--- config.mk ---
export PLATFORM = sky130hd
export DESIGN_NAME = parity_serial_tx_9_bits_flat
export DESIGN_NICKNAME = d
export VERILOG_FILES = /design/src/rtl/parity_serial_tx_9_bits_pkg.sv /design/src/rtl/parity_serial_tx_9_bits_if.sv /design/src/rtl/parity_serial_tx_9_bits_bit_timer.sv /design/src/rtl/parity_serial_tx_9_bits.sv /design/src/flat_wrapper.sv
export SDC_FILE = /design/constraint.sdc
export NUM_CORES = 1
export LEC_CHECK = 0
export ABC_CLOCK_PERIOD_IN_PS = 2100
export BUFFER_PORTS_ARGS = -buffer_cell sky130_fd_sc_hd__buf_2
export CORE_MARGIN = 3
export CORE_UTILIZATION = 30
export DETAILED_ROUTE_END_ITERATION = 6
export PLACE_DENSITY = 0.58
export SKIP_LAST_GASP = 1
export SYNTH_ARGS = -nofsm -noshare
export SYNTH_HDL_FRONTEND = slang
export SYNTH_SLANG_ARGS = --single-unit
--- constraint.sdc ---
create_clock -name clk -period 2.1 [get_ports clk]
set_input_delay 0.21 -clock clk [delete_from_list [all_inputs] [get_ports clk]]
set_output_delay 0.21 -clock clk [all_outputs]
set_load 0.02 [all_outputs]
--- src/rtl/parity_serial_tx_9_bits_pkg.sv ---
// Shared definitions for the 9-bit parity serial transmitter.
//   state_t    : FSM state encoding (3 bits)
//   DATA_W     : payload width
//   FRAME_BITS : bit-periods per frame (start + data + parity + stop)
//   LINE_IDLE  : serial line level when idle / stop bit
//   START_BIT  : serial line level of the start bit
package parity_serial_tx_9_bits_pkg;

    typedef enum logic [2:0] {
        ST_IDLE   = 3'd0,
        ST_START  = 3'd1,
        ST_DATA   = 3'd2,
        ST_PARITY = 3'd3,
        ST_STOP   = 3'd4
    } state_t;

    localparam int   DATA_W     = 9;
    localparam int   FRAME_BITS = 12;
    localparam logic LINE_IDLE  = 1'b1;
    localparam logic START_BIT  = 1'b0;

endpackage

--- src/rtl/parity_serial_tx_9_bits_if.sv ---
// Word handshake between the upstream parity stage and the transmitter.
//   in_data  : word to transmit
//   in_valid : in_data is valid
//   in_ready : transmitter can accept a word
// master = word source, slave = transmitter.
interface parity_serial_tx_9_bits_if;
    import parity_serial_tx_9_bits_pkg::*;

    logic [DATA_W-1:0] in_data;
    logic              in_valid;
    logic              in_ready;

    modport master (output in_data, output in_valid, input in_ready);
    modport slave  (input in_data, input in_valid, output in_ready);

endinterface

--- src/rtl/parity_serial_tx_9_bits_bit_timer.sv ---
// Bit-period timer: counts 0..CLKS_PER_BIT-1 while enabled and emits a
// one-cycle tick on the last count of each bit period.
//   clk, rst_n : clock, async active-low reset
//   en         : count enable; counter is held at 0 when low
//   tick       : high in the final cycle of each bit period
module parity_serial_tx_9_bits_bit_timer #(
    parameter int CLKS_PER_BIT = 4
) (
    input  logic clk,
    input  logic rst_n,
    input  logic en,
    output logic tick
);

    // Width never drops below 1 so CLKS_PER_BIT==1 still has a legal vector;
    // in that case the counter sits at 0 and every enabled cycle is a tick.
    localparam int CNT_W = (CLKS_PER_BIT > 1) ? $clog2(CLKS_PER_BIT) : 1;

    logic [CNT_W-1:0] clk_cnt_q;

    assign tick = en && (clk_cnt_q == CNT_W'(CLKS_PER_BIT - 1));

    always_ff @(posedge clk or negedge rst_n) begin
        if (!rst_n) begin
            clk_cnt_q <= '0;
        end else if (!en || tick) begin
            clk_cnt_q <= '0;
        end else begin
            clk_cnt_q <= clk_cnt_q + CNT_W'(1);
        end
    end

endmodule

--- src/rtl/parity_serial_tx_9_bits.sv ---
// Serialises a 9-bit word as: start(0), data[0..8] LSB first, parity, stop(1).
// Each bit is held for CLKS_PER_BIT clocks.
//   clk, rst_n  : clock, async active-low reset
//   in_if       : word handshake (slave side); in_ready == (state == IDLE)
//   tx_serial   : serial line, idles high
//   tx_busy     : high while a frame is in flight
//   frame_done  : one-cycle pulse in the final cycle of the stop bit
//
// state  | meaning
// IDLE   | line high, ready for a word
// START  | start bit (line low)
// DATA   | shifting data bits out LSB first
// PARITY | parity bit
// STOP   | stop bit (line high), frame_done in last cycle
module parity_serial_tx_9_bits
    import parity_serial_tx_9_bits_pkg::*;
#(
    parameter int CLKS_PER_BIT = 4,
    parameter bit PARITY_ODD   = 1'b0
) (
    input  logic                       clk,
    input  logic                       rst_n,
    parity_serial_tx_9_bits_if.slave   in_if,
    output logic                       tx_serial,
    output logic                       tx_busy,
    output logic                       frame_done
);

    state_t            state_q, state_d;
    logic [DATA_W-1:0] shreg_q;
    logic              par_q;
    logic [3:0]        bit_cnt_q;
    logic              bit_tick;
    logic              accept;

    assign in_if.in_ready = (state_q == ST_IDLE);
    assign accept         = in_if.in_valid && (state_q == ST_IDLE);

    parity_serial_tx_9_bits_bit_timer #(
        .CLKS_PER_BIT (CLKS_PER_BIT)
    ) u_bit_timer (
        .clk   (clk),
        .rst_n (rst_n),
        .en    (state_q != ST_IDLE),
        .tick  (bit_tick)
    );

    always_ff @(posedge clk or negedge rst_n) begin
        if (!rst_n) begin
            state_q <= ST_IDLE;
        end else begin
            state_q <= state_d;
        end
    end

    // Outputs are decoded from registered state only, so in_* never reaches
    // tx_serial combinationally.
    always_comb begin
        state_d    = state_q;
        tx_serial  = LINE_IDLE;
        tx_busy    = 1'b1;
        frame_done = 1'b0;
        case (state_q)
            ST_IDLE: begin
                tx_busy = 1'b0;
                if (accept) state_d = ST_START;
            end
            ST_START: begin
                tx_serial = START_BIT;
                if (bit_tick) state_d = ST_DATA;
            end
            ST_DATA: begin
                tx_serial = shreg_q[0];
                if (bit_tick && (bit_cnt_q == 4'(DATA_W - 1))) state_d = ST_PARITY;
            end
            ST_PARITY: begin
                tx_serial = par_q;
                if (bit_tick) state_d = ST_STOP;
            end
            ST_STOP: begin
                tx_serial  = LINE_IDLE;
                frame_done = bit_tick;
                if (bit_tick) state_d = ST_IDLE;
            end
            default: begin
                tx_busy = 1'b0;
                state_d = ST_IDLE;
            end
        endcase
    end

    // Word and parity are captured once at acceptance; later in_data changes
    // cannot disturb the frame in flight.
    always_ff @(posedge clk or negedge rst_n) begin
        if (!rst_n) begin
            shreg_q   <= '0;
            par_q     <= 1'b0;
            bit_cnt_q <= '0;
        end else if (accept) begin
            shreg_q   <= in_if.in_data;
            par_q     <= (^in_if.in_data) ^ PARITY_ODD;
            bit_cnt_q <= '0;
        end else if ((state_q == ST_DATA) && bit_tick) begin
            shreg_q   <= {1'b0, shreg_q[DATA_W-1:1]};
            bit_cnt_q <= (bit_cnt_q == 4'(DATA_W - 1)) ? 4'd0 : bit_cnt_q + 4'd1;
        end
    end

endmodule
--- src/flat_wrapper.sv ---
// flat-port wrapper written by rule: the top's interface ports become plain ports
module parity_serial_tx_9_bits_flat import parity_serial_tx_9_bits_pkg::*;
#(
    parameter int CLKS_PER_BIT = 4,
    parameter bit PARITY_ODD   = 1'b0
)
  (clk, rst_n, tx_serial, tx_busy, frame_done, in_if_in_data, in_if_in_valid, in_if_in_ready);
  parity_serial_tx_9_bits_if in_if_i ();
  input  logic clk;
  input  logic rst_n;
  output logic tx_serial;
  output logic tx_busy;
  output logic frame_done;
  input wire logic [$bits(in_if_i.in_data)-1:0] in_if_in_data;
  input wire logic [$bits(in_if_i.in_valid)-1:0] in_if_in_valid;
  output wire logic [$bits(in_if_i.in_ready)-1:0] in_if_in_ready;
  assign in_if_i.in_data = in_if_in_data;
  assign in_if_i.in_valid = in_if_in_valid;
  assign in_if_in_ready = in_if_i.in_ready;
  parity_serial_tx_9_bits #(.CLKS_PER_BIT(CLKS_PER_BIT), .PARITY_ODD(PARITY_ODD)) u_core (.clk(clk), .rst_n(rst_n), .in_if(in_if_i), .tx_serial(tx_serial), .tx_busy(tx_busy), .frame_done(frame_done));
endmodule
==> reports/metrics.csv, run 1 <==
stage;metric;value;unit
sta;Period Utilization, post-route;81.6;%
final_layout;most frequent cells in the layout;19 x dfrtp_1, 15 x buf_2, 9 x nor2_1;
floorplanning;die area;0.00450;mm2
critical_path;Worst path max stage delay;0.37;ns
critical_path;Crit path max-delay family;flip-flops;
detailed_routing;wire per inst;12.9;um
worst_hold_path;worst min path class;in -> reg;
critical_path;crit end category;flip-flop;
final_layout;share of layout cells above drive strength 1;29.7;%
detailed_routing;DR pass1 iterations;4;
place;Post-Place Cells;159;
critical_path;startpoint types;flip-flop;
sta;Max transition margin;70.6;%
power;Leakage;0.536;nW
global_routing;first-pass GRT wire length;3650;um
detailed_routing;drt first-iter violations;39;
detailed_routing;Detail Route Antenna Nets;0;
sta;worst slew pin tran;0.439;ns
critical_path;cell chain of the critical path;ha_1 > mux2_4 > and2_4 > o21ai_0 > a32o_1;
final_layout;area grow syn2layout;11.2;%
synth;Mapped Nets;118;
global_routing;initial antenna violation count;0;
place;Final Wtd Congestion;0.842;
final_layout;commonest non-fill, non-tap cell in the layout;dfrtp_1;
final_layout;Antenna diodes;0;
sta;RSZ-0062 raised after global routing;no;
sta;crit path time final;1.71;ns
sta;fmax;0.583;GHz
floorplanning;die span in y;67.1;um
critical_path;crit path max fanout;18;
final_layout;filler instances;368;
place;DP HPWL;1580;um
floorplanning;total core area;0.00347;mm2
floorplanning;Die Wd;67.1;um
clock_tree;clk buf depth;2;
synth;post-synthesis sequential area ratio;42.5;%
synth;multiplexer share of the synthesized area;9.50;%
synth;Synth cell types;36;
clock_tree;Num CTS Buffers;3;
synth;main combinational cell family by area after synthesis;simple AND/OR/NAND/NOR gates;
clock_tree;Setup Buffers After CTS;0;
floorplanning;Initial Util;32.3;%
outcome;status;complete, no violations;
clock_tree;Clock Pin Slew Worst Setup and Hold Paths;0.07;ns
run;max-cap violations;0;
sta;setup_tns;0;ns
critical_path;Data arrival, critical path;1.86;ns
sta;# setup viols final;0;
global_routing;GR Util All Layers;10.7;%
synth;Cells after Synth;103;
detailed_routing;vias per cell;4.75;
synth;post-synth top area share;42.5;%
clock_tree;CTS tree;built;
clock_tree;CTS sink cnt;19;
synth;Mapped Avg Cell Area;10.9;um2
synth;adder-cell share of the synthesized area;3.35;%
critical_path;critical path class;reg -> reg;
global_routing;largest net degree at the start of global routing;20;
final_layout;post-layout util;35.9;%
synth;Synth Area in Simple Gates;14.6;%
synth;Synth Register Bits;19;
clock_tree;CTS Root Buffer Type;clkbuf_8;
power;pwr/cell area;790;mW/mm2
clock_tree;H-tree levels;1;
synth;Synth Warn #;0;
critical_path;CP max-delay cell;dfrtp_1;
critical_path;WP buf/inv;0;
place;I/O Buffers;15;
global_routing;total gr overflow;0;
final_layout;nets;134;
synth;Post-Synth XOR/XNOR Area;8.27;%
detailed_routing;routed wire length;2120;um
power;worst ir drop on vdd;469;uV
clock_tree;worst skew pair latency;0.26;ns
detailed_routing;vias;779;
sta;skew final;0.00341;ns
detailed_routing;Remaining DRCs;0;
global_routing;vias in the first global route;814;
synth;largest cells by area after synthesis;dfrtp_1 42%, mux2i_1 7.2%, a21oi_2 5.5%;
critical_path;worst path required time;2.25;ns
floorplanning;Core Rows;21;
synth;leading area contributor after synthesis;dfrtp_1;
synth;Synth Cell Area;0.00112;mm2
floorplanning;IO Pins;16;
final_layout;Post-Layout Cell Count;164;
synth;Synth Area in Compound Gates;14.2;%
sta;Slew Viols, Final;0;
sta;final hold vios;0;
[through the flow]
stage	setup WS [ns]	total power, mW	hold slack [ns]	instance area (um2)
2_1_floorplan	0.493	0.682	-0.0856	1120
3_3_place_gp	0.485	0.724	0.174	1190
3_5_place_dp	0.420	0.735	0.180	1190
4_1_cts	0.398	0.996	0.198	1240
5_1_grt	0.262	1.05	0.204	1240
6_report	0.386	0.984	0.206	1240
[flip-flops by register name, summed over array words and instances (netlist names)]
register / count
u_core.bit_cnt_q: 4
u_core.par_q: 1
u_core.shreg_q: 9
u_core.state_q: 3
u_core.u_bit_timer.clk_cnt_q: 2
[cells in the mapped netlist]
cell type / count
nor3_4: 1
and2_1: 1
nor3_1: 1
or2_2: 1
nand3_1: 3
a22oi_1: 1
nor2_2: 2
buf_6: 4
nor2_1: 9
o21ai_2: 1
a31oi_1: 1
buf_2: 1
a22o_1: 2
nor3b_1: 1
o22ai_1: 2
xor2_1: 1
mux2i_1: 8
nand3b_1: 1
nand2_1: 7
a22o_2: 1
and3_1: 1
buf_12: 1
a21oi_2: 7
inv_1: 4
o21ai_0: 4
ha_1: 3
a32o_1: 1
nand2b_1: 1
xnor2_1: 7
xnor3_1: 1
o21ai_1: 1
nor2b_1: 1
mux2_4: 1
and2_4: 1
dfrtp_1: 19
mux2_2: 1
[worst paths after layout]
kind	from	end	slack [ns]	cells past startpoint
worst max-delay path	u_core.u_bit_timer.clk_cnt_q[0]	u_core.bit_cnt_q[2]	0.39	5
min in group asynchronous	rst_n	u_core.state_q[1]	0.42	2
worst min register to register	u_core.u_bit_timer.clk_cnt_q[0]	u_core.u_bit_timer.clk_cnt_q[0]	0.48	1
worst max register to register	u_core.u_bit_timer.clk_cnt_q[0]	u_core.bit_cnt_q[2]	0.39	5
max in group asynchronous	rst_n	u_core.shreg_q[5]	1.37	2
worst min-delay path	in_if_in_data[8]	u_core.shreg_q[8]	0.21	2
[power by group]
group          total [mW]  switching, mW  leakage (nW)  internal, mW
clock network       0.256          0.121        0.0228         0.135
logic               0.269          0.143         0.276         0.127
registers           0.458         0.0396         0.237         0.419
total               0.984          0.304         0.536         0.680
[routing by layer]
metal	global-route usage [%]	share of wire, %
met5	0	0
met4	2.53	0
met1	12.9	46
met2	17.8	47
met3	4.05	6.8
[cell families after synthesis]
group           after synthesis
simple gates                 31
compound gates               21
flops                        19
buf+inv                      10
mux                          10
xor+xnor                      9
fa+ha+maj                     3
[repair_timing]
item	4_1_cts	5_1_grt
hold buffers	1	0
endpoints found under the hold margin	19	0
gates resized for setup	0	0
[cell type report]
type                            count  area [um2]  area share [%]
Multi-Input combinational cell     74         559            44.9
Tap cell                           46        57.6            4.62
Timing Repair Buffer               17        92.6            7.44
Clock buffer                        4        45.0            3.62
Inverter                            4        15.0            1.21
Sequential cell                    19         475            38.2
No activity file was read; power rests on OpenSTA's default activity.
==> inputs of run 2 (changes only) <==
- ABC_CLOCK_PERIOD_IN_PS: 2100 -> 1800
- clock period: 2.1 -> 1.8 ns (I/O delays scaled with it)
==> reports/metrics.csv, run 2 (same netlist as run 1, synthesis figures left out) <==
stage;metric;value;unit
outcome;status;complete, no violations;
detailed_routing;drt first-iter violations;31;
global_routing;largest net degree at the start of global routing;20;
sta;final hold vios;0;
global_routing;GR Util All Layers;9.98;%
clock_tree;clk buf depth;2;
final_layout;Largest Register;u_core.shreg_q;
detailed_routing;DR pass1 iterations;4;
final_layout;area grow syn2layout;13.3;%
power;clock share of power;26.4;%
run;max-cap violations;0;
final_layout;area of the multi-input gates;559;um2
power;Leakage;0.555;nW
power;Overall Power;1.16;mW
place;worst slack at placement;0.259;ns
critical_path;crit end category;primary output;
critical_path;worst path required time;1.62;ns
global_routing;initial antenna violation count;0;
power;pwr/cell area;914;mW/mm2
critical_path;CP max-delay cell;dfrtp_1;
sta;Max transition margin;70.9;%
clock_tree;Clock Pin Slew Worst Setup and Hold Paths;0.08;ns
final_layout;nets;137;
critical_path;critical path class;reg -> out;
final_layout;Antenna diodes;0;
detailed_routing;wire per inst;11.8;um
sta;worst slew pin tran;0.436;ns
floorplanning;total core area;0.00347;mm2
floorplanning;Initial Util;32.3;%
critical_path;Worst path max stage delay;0.44;ns
clock_tree;CTS sink cnt;19;
final_layout;commonest non-fill, non-tap cell in the layout;dfrtp_1;
sta;setup_tns;0;ns
clock_tree;Setup Buffers After CTS;0;
final_layout;Top Registers;u_core.shreg_q (9), u_core.bit_cnt_q (4), u_core.state_q (3);
clock_tree;Num CTS Buffers;3;
floorplanning;die area;0.00450;mm2
final_layout;filler instances;369;
final_layout;most frequent cells in the layout;19 x dfrtp_1, 15 x buf_2, 9 x nor2_1;
power;Logic pwr share;27.9;%
final_layout;post-layout util;36.6;%
sta;worst hold margin;0.165;ns
place;Final Wtd Congestion;0.803;
clock_tree;CTS Root Buffer Type;clkbuf_8;
sta;crit path time final;1.65;ns
detailed_routing;vias;763;
power;internal power;0.798;mW
floorplanning;die span in y;67.1;um
power;Net Sw Frac;31.1;%
place;DP HPWL;1480;um
global_routing;total gr overflow;0;
critical_path;WP buf/inv;2;
critical_path;Data arrival, critical path;1.47;ns
sta;skew final;0.00429;ns
floorplanning;IO Pins;16;
final_layout;share of layout cells above drive strength 1;32.2;%
critical_path;crit path max fanout;7;
floorplanning;Core Rows;21;
global_routing;first-pass GRT wire length;3400;um
final_layout;Sequential Area;475;um2
sta;Period Utilization, post-route;91.6;%
power;sequential power share;45.7;%
critical_path;cell chain of the critical path;buf_4 > nand2_1 > a22oi_1 > or2_2 > buf_2;
critical_path;Crit path max-delay family;flip-flops;
place;I/O Buffers;15;
detailed_routing;Remaining DRCs;0;
clock_tree;worst skew pair latency;0.26;ns
sta;fmax;0.606;GHz
sta;# setup viols final;0;
clock_tree;H-tree levels;1;
sta;setup ws final;0.151;ns
power;worst ir drop on vdd;478;uV
detailed_routing;Detail Route Antenna Nets;0;
detailed_routing;vias per cell;4.57;
detailed_routing;routed wire length;1960;um
floorplanning;Die Wd;67.1;um
critical_path;startpoint types;flip-flop;
final_layout;max reg flops;9;
sta;Slew Viols, Final;0;
clock_tree;CTS tree;built;
worst_hold_path;worst min path class;in -> reg;
sta;RSZ-0062 raised after global routing;no;
power;Psw;0.361;mW
global_routing;vias in the first global route;758;
==> run 2: path summary, 6_finish.rpt <==
| kind | start | end | slack (ns) | cells after the start |
|---|---|---|---|---|
| min reg2reg | u_core.u_bit_timer.clk_cnt_q[0] | u_core.u_bit_timer.clk_cnt_q[0] | 0.45 | 1 |
| max reg2reg | u_core.state_q[2] | u_core.par_q | 0.24 | 4 |
| min | in_if_in_data[8] | u_core.shreg_q[8] | 0.17 | 2 |
| max in group asynchronous | rst_n | u_core.shreg_q[5] | 1.11 | 2 |
| min in group asynchronous | rst_n | u_core.bit_cnt_q[1] | 0.38 | 2 |
| max | u_core.state_q[1] | tx_serial | 0.15 | 5 |
==> run 2: metal layers <==
metal | part of all wire [%] | track usage (%) | vias up | routed length (um)
met5 | 0 | 0 | - | 0
met3 | 6.7 | 3.88 | 2 | 132
li1 | - | - | 389 | -
met2 | 44 | 15.7 | 18 | 865
met1 | 49 | 12.8 | 354 | 957
met4 | 0.51 | 2.28 | 0 | 10
==> run 2: worst register-to-register path, stage by stage, from the launching register on <==
cell	delay, ns
dfrtp_1	0.48
nor3_4	0.27
and2_1	0.15
buf_4	0.20
mux2_2	0.35
==> run 2: layout make-up <==
class / count / area share, %
clock buffer: 3 / 3.25
timing repair buffer: 20 / 9.07
sequential: 19 / 37.5
inverter: 4 / 1.18
clock inverter: 1 / 0.394
multi-input combinational: 74 / 44.1
tap: 46 / 4.54
==> run 2: power groups by stage <==
stage	Sequential, mW	Clock [mW]	Combinational (mW)
finish	0.529	0.306	0.324
floorplan	0.525	0	0.270
CTS	0.529	0.322	0.330
global route	0.537	0.349	0.359
global placement	0.536	0	0.322
detailed placement	0.538	0	0.327
==> run 2: per-stage QoR <==
stage	instance area (um2)	cells
after floorplan	1120	103
after global placement	1210	162
after detailed placement	1210	162
after CTS	1270	167
after global routing	1270	167
final	1270	167
==> run 2: what timing repair did <==
action / CTS / global route
hold endpoints to repair: 19 / 0
hold buffers: 1 / 0
gates resized for setup: 0 / 0
